$ cat src/rtl/uart_pkg.sv
// Shared types and constants for the UART receive frame controller.
// Frame format: SOF, LEN (1..MAX_LEN), payload, 8-bit additive checksum.
package uart_pkg;

   typedef enum logic [2:0] {
      S_IDLE,
      S_LEN,
      S_PAYLOAD,
      S_CHK,
      S_READY
   } state_e;

   localparam logic [7:0] SOF_DEFAULT = 8'hA5;
   localparam int         MAX_LEN_UB  = 16;

   function automatic logic len_ok(input logic [7:0] len, input int max_len);
      return (len != 8'd0) && (len <= 8'(max_len));
   endfunction

endpackage

$ cat src/rtl/uart_frame_buf.sv
// 16x8 payload register file: one synchronous write port,
// one asynchronous read port (show-ahead read data).
module uart_frame_buf (
   input  logic       clk,
   input  logic       we,
   input  logic [3:0] waddr,
   input  logic [7:0] wdata,
   input  logic [3:0] raddr,
   output logic [7:0] rdata
);

   logic [7:0] mem_q [16];

   always_ff @(posedge clk) begin
      if (we) mem_q[waddr] <= wdata;
   end

   assign rdata = mem_q[raddr];

endmodule

$ cat src/rtl/uart_rx_frame_ctrl.sv
// Assembles SOF/LEN/payload/checksum frames from a UART byte stream,
// holds a checked frame for reading and flags framing errors.
module uart_rx_frame_ctrl
   import uart_pkg::*;
#(
   parameter int         MAX_LEN      = 16,
   parameter int         TIMEOUT_CLKS = 208320,
   parameter logic [7:0] SOF          = SOF_DEFAULT
) (
   input  logic       clk,
   input  logic       rst,
   input  logic [7:0] rx_data,
   input  logic       rx_done,
   output logic       frame_ready,
   output logic [4:0] frame_len,
   output logic [7:0] rd_data,
   input  logic       rd_en,
   output logic       err_chk,
   output logic       err_len,
   output logic       err_timeout,
   output logic       err_ovr
);

   localparam int TW = (TIMEOUT_CLKS > 1) ? $clog2(TIMEOUT_CLKS) : 1;
   localparam logic [TW-1:0] TMO_LAST = TW'(TIMEOUT_CLKS - 1);

   state_e        state_q, state_d;
   logic [4:0]    len_q, len_d;
   logic [7:0]    chk_q, chk_d;
   logic [3:0]    idx_q, idx_d;
   logic [3:0]    rd_ptr_q, rd_ptr_d;
   logic [TW-1:0] tmo_q, tmo_d;
   logic          err_chk_q, err_chk_d;
   logic          err_len_q, err_len_d;
   logic          err_tmo_q, err_tmo_d;
   logic          err_ovr_q, err_ovr_d;
   logic          buf_we;
   logic          counting;
   logic [7:0]    buf_rdata;

   always_comb begin
      state_d   = state_q;
      len_d     = len_q;
      chk_d     = chk_q;
      idx_d     = idx_q;
      rd_ptr_d  = rd_ptr_q;
      tmo_d     = tmo_q;
      err_chk_d = 1'b0;
      err_len_d = 1'b0;
      err_tmo_d = 1'b0;
      err_ovr_d = 1'b0;
      buf_we    = 1'b0;
      counting  = (state_q == S_LEN) || (state_q == S_PAYLOAD) ||
                  (state_q == S_CHK);

      if (rx_done)       tmo_d = '0;
      else if (counting) tmo_d = tmo_q + TW'(1);

      unique case (state_q)
         S_IDLE: begin
            if (rx_done && rx_data == SOF) begin
               state_d = S_LEN;
               tmo_d   = '0;
            end
         end
         S_LEN: begin
            if (rx_done) begin
               if (len_ok(rx_data, MAX_LEN)) begin
                  len_d   = rx_data[4:0];
                  chk_d   = rx_data;
                  idx_d   = 4'd0;
                  state_d = S_PAYLOAD;
               end else begin
                  err_len_d = 1'b1;
                  state_d   = S_IDLE;
               end
            end
         end
         S_PAYLOAD: begin
            if (rx_done) begin
               buf_we = 1'b1;
               chk_d  = chk_q + rx_data;
               idx_d  = idx_q + 4'd1;
               if ({1'b0, idx_q} == len_q - 5'd1) state_d = S_CHK;
            end
         end
         S_CHK: begin
            if (rx_done) begin
               if (rx_data == chk_q) begin
                  state_d  = S_READY;
                  rd_ptr_d = 4'd0;
               end else begin
                  err_chk_d = 1'b1;
                  state_d   = S_IDLE;
               end
            end
         end
         S_READY: begin
            // Buffer is frozen here; incoming bytes are dropped.
            if (rx_done) err_ovr_d = 1'b1;
            if (rd_en) begin
               if ({1'b0, rd_ptr_q} == len_q - 5'd1) state_d = S_IDLE;
               else rd_ptr_d = rd_ptr_q + 4'd1;
            end
         end
         default: state_d = S_IDLE;
      endcase

      if (counting && !rx_done && tmo_q == TMO_LAST) begin
         err_tmo_d = 1'b1;
         state_d   = S_IDLE;
         tmo_d     = '0;
      end
   end

   always_ff @(posedge clk) begin
      if (rst) begin
         state_q   <= S_IDLE;
         len_q     <= '0;
         chk_q     <= '0;
         idx_q     <= '0;
         rd_ptr_q  <= '0;
         tmo_q     <= '0;
         err_chk_q <= 1'b0;
         err_len_q <= 1'b0;
         err_tmo_q <= 1'b0;
         err_ovr_q <= 1'b0;
      end else begin
         state_q   <= state_d;
         len_q     <= len_d;
         chk_q     <= chk_d;
         idx_q     <= idx_d;
         rd_ptr_q  <= rd_ptr_d;
         tmo_q     <= tmo_d;
         err_chk_q <= err_chk_d;
         err_len_q <= err_len_d;
         err_tmo_q <= err_tmo_d;
         err_ovr_q <= err_ovr_d;
      end
   end

   uart_frame_buf u_buf (
      .clk   (clk),
      .we    (buf_we),
      .waddr (idx_q),
      .wdata (rx_data),
      .raddr (rd_ptr_q),
      .rdata (buf_rdata)
   );

   assign frame_ready = (state_q == S_READY);
   assign frame_len   = frame_ready ? len_q : 5'd0;
   assign rd_data     = frame_ready ? buf_rdata : 8'd0;
   assign err_chk     = err_chk_q;
   assign err_len     = err_len_q;
   assign err_timeout = err_tmo_q;
   assign err_ovr     = err_ovr_q;

endmodule

$ cat config.mk
export PLATFORM = sky130hd
export DESIGN_NAME = uart_rx_frame_ctrl
export DESIGN_NICKNAME = d
export VERILOG_FILES = /design/src/rtl/uart_pkg.sv /design/src/rtl/uart_frame_buf.sv /design/src/rtl/uart_rx_frame_ctrl.sv
export SDC_FILE = /design/constraint.sdc
export NUM_CORES = 1
export LEC_CHECK = 0
export CORE_MARGIN = 1
export CORE_UTILIZATION = 45
export CTS_CLUSTER_DIAMETER = 200
export DETAILED_ROUTE_END_ITERATION = 7
export PLACE_DENSITY = 0.62
export SYNTH_ARGS = -nofsm -noshare
export SYNTH_HDL_FRONTEND = slang
export SYNTH_HIERARCHICAL = 1
export SYNTH_SLANG_ARGS = --single-unit
$ cat constraint.sdc
create_clock -name clk -period 3.6 [get_ports clk]
set_input_delay 0.36 -clock clk [delete_from_list [all_inputs] [get_ports clk]]
set_output_delay 0.36 -clock clk [all_outputs]
set_load 0.02 [all_outputs]
==> results by group <==
Clock network
  – Worst-skew pair later-pin latency: 0.43 ns
  – CTS tree: done
  – CTS Sinks: 174
  – CTS Root Cell: clkbuf_16
  – Inserted Clock Buffers: 17
  – Post_cts resized: 0
  – Cts hold-fix bufs: 0
  – H-tree Lvls: 4
  – Clock-pin slew on the worst setup and hold paths: 0.07 ns
  – Setup bufs post-CTS: 0
  – Max clock buf depth: 2

Final layout
  – Fraction of layout instances using a drive strength above 1: 14.71%
  – Synth-to-Final Area Change: 16.39%
  – Fin area: 9019 um2
  – FILL cells: 1392
  – Commonest non-fill, non-tap cells in the layout: edfxtp_1, nor2_1, dfxtp_1
  – ANT cells: 0
  – Most common cell after layout, fill and taps aside: edfxtp_1
  – Layout net count: 623

Detailed routing
  – Final ANT Viol Nets: 0
  – Residual DRC: 0
  – Drt via density: 5.725
  – DRT iter0 DRCs: 457
  – Average wire per standard cell: 20.16 um
  – Routed wire length: 16770 um
  – Router iterations before antenna repair: 5
  – Via count: 4763

Pwr
  – Leak pwr: 2.999 nW
  – Maximum vdd drop: 0.3363 mV
  – Power density over cell area: 471.0 nW/um2

Floorplanning
  – Die H: 133.2 um
  – Core ar.: 16700 um2
  – FP Rows: 47
  – Die W: 133.2 um
  – Initial core utilization: 46.40%
  – I/O pin total: 30
  – Die area: 17750 um2

Timing
  – Slew @ Worst Pin: 0.7971 ns
  – Fmax: 306.4 MHz
  – Setup violators final: 0
  – Final Max Slew Viols: 0
  – Setup_tns: 0 ns
  – Worst Skew: 0.01121 ns
  – RSZ-0062 raised after global routing: no
  – Final Hold Fails: 0
  – Crit path time final: 3.263 ns
  – Final period util: 90.65%
  – Slew Limit Headroom: 46.67%

Synth
  – Synth Flop Type: edfxtp_1
  – Post-Syn Area: 7749 um2
  – Syn Inst Count: 545
  – Post-synth EDFFs: 128
  – Synthesis Warnings: 6
  – Post-synthesis area per instance: 14.22 um2
  – Sequential share of the synthesized area: 61.49%
  – Post-synth ARST share: 0%
  – Post-Syn Nets: 569
  – Yosys cell types: 61
  – Number of synthesized register bits: 174

Placed design
  – GPL Wtd Cong: 0.8181
  – Post-DP Area: 8394 um2
  – Buffers on Ports: 29
  – Dpl hpwl: 11120 um

Setup path
  – CP arrival: 2.90 ns
  – Slowest CP cell: dfxtp_2
  – CP top delay family: buffers and inverters
  – Crit path required time: 3.24 ns
  – Worst setup SP type: flop
  – CP peak stage delay: 0.59 ns
  – Worst Path Class, Setup: flop to primary output
  – Worst path bufs/invs: 2
  – Largest fanout on the critical path: 12
  – Worst setup EP type: primary output
  – Crit-path cells: buf_4, mux4_2, a22oi_1, nand2_1, and2_1, clkdlybuf4s50_1

Job
  – Max-cap viol count: 0

Hold path
  – Worst Hold Class: flop to flop

Global routing
  – Initial antenna violation count: 0
  – GRT Total Usage: 20.05%
  – Largest net degree at the start of global routing: 36
  – GRT overflow: 0
  – Number of global-route vias before repair: 4690
  – First-pass GRT wire length: 26390 um

Run status
  – Outcome: complete, no violations
==> power by group <==
part	total (mW)	internal, mW	switching [mW]
clock network	1.93	1.12	0.810
registers	2.16	2.16	0.00812
logic	0.155	0.0574	0.0979
total	4.25	3.33	0.916
==> flip-flops by register name, summed over array words and instances (netlist names), 3 cells and up <==
name         cells
idx_q            4
state_q          3
rd_ptr_q         4
len_q            5
u_buf/mem_q    128
chk_q            8
tmo_q           18
==> area by class of cell <==
cell class | count | area (um2) | area share (%)
multi-input cells | 333 | 2768 | 30.69
repair buffers | 57 | 525.5 | 5.827
clock inverters | 15 | 198.9 | 2.206
flip-flops and latches | 174 | 4766 | 52.84
well taps | 220 | 275.3 | 3.052
clock buffers | 17 | 425.4 | 4.717
inverters | 16 | 60.06 | 0.6659
==> cells by family after synthesis <==
logic type      synth area share (%)
xor+xnor                       3.988
simple gates                   12.53
compound gates                 6.281
flops                          61.49
mux                            10.88
buf+inv                        2.794
fa+ha+maj                      2.035
==> layer usage <==
metal  track usage, %  routed length [um]
met1            26.72                7495
met5                0                   0
met3            3.577                 690
met4            6.313                 221
met2            33.45                8368
==> worst reg2reg max path, cell delays in order, from the launching register on <==
cell,delay [ns]
dfxtp_1,0.48
nor3b_2,0.22
buf_4,0.19
nand2_1,0.14
inv_1,0.23
or3b_2,0.52
nor3_1,0.16
buf_4,0.23
==> synthesized netlist by cell type, types with 3 or more instances <==
cell             number  area share [%]
buf_6                 6            0.87
buf_2                 5            0.32
dfxtp_1              46              12
a31oi_1               6            0.48
o21ai_0               7            0.45
nor2_1               47             2.3
mux2i_1               7            0.90
xnor2_1              27             3.1
nand2_1              35             1.7
clkbuf_1              7            0.34
nor3_1               19             1.2
nor4_1                8            0.65
xor2_1                3            0.34
a21o_1                4            0.39
edfxtp_1            128              50
nor2b_1               5            0.40
nand3_1              11            0.71
nand2b_1              4            0.32
mux4_2               18             5.2
a21oi_1              12            0.78
inv_1                16            0.78
a22oi_1              17             1.6
and2_1               17             1.4
and3_1                4            0.32
clkdlybuf4s25_2       3            0.39
a311oi_1              4            0.45
mux4_1               14             4.7
ha_1                 11             1.8
nand3b_1              4            0.39
nand4_1               7            0.57
==> per-stage QoR <==
stage                     setup WS, ns  total power, mW  hold slack (ns)  instances  util [%]
after floorplan                 0.9651            2.292           0.4397        545         -
after global placement          0.7174            2.359           0.4598        800     50.26
after detailed placement        0.7037            2.365           0.4554        800     50.26
after CTS                       0.2637            4.273           0.4674        832     54.00
after global routing            0.1991            4.370           0.5067        832     54.00
final                           0.3367            4.248           0.4645        832     54.00
==> path summary, 6_finish.rpt <==
| kind | start | end | slack (ns) | cells past startpoint |
|---|---|---|---|---|
| max | rd_ptr_q[0]$_SDFFE_PP0P_ | rd_data[2] | 0.34 | 6 |
| min | chk_q[5]$_SDFFE_PP0P_ | chk_q[5]$_SDFFE_PP0P_ | 0.46 | 2 |
| max reg2reg | state_q[1]$_SDFFE_PP0P_ | u_buf/mem_q[0][2]$_DFFE_PP_ | 1.14 | 7 |
| min reg2reg | chk_q[5]$_SDFFE_PP0P_ | chk_q[5]$_SDFFE_PP0P_ | 0.46 | 2 |
(Power assumes the default switching activity.)
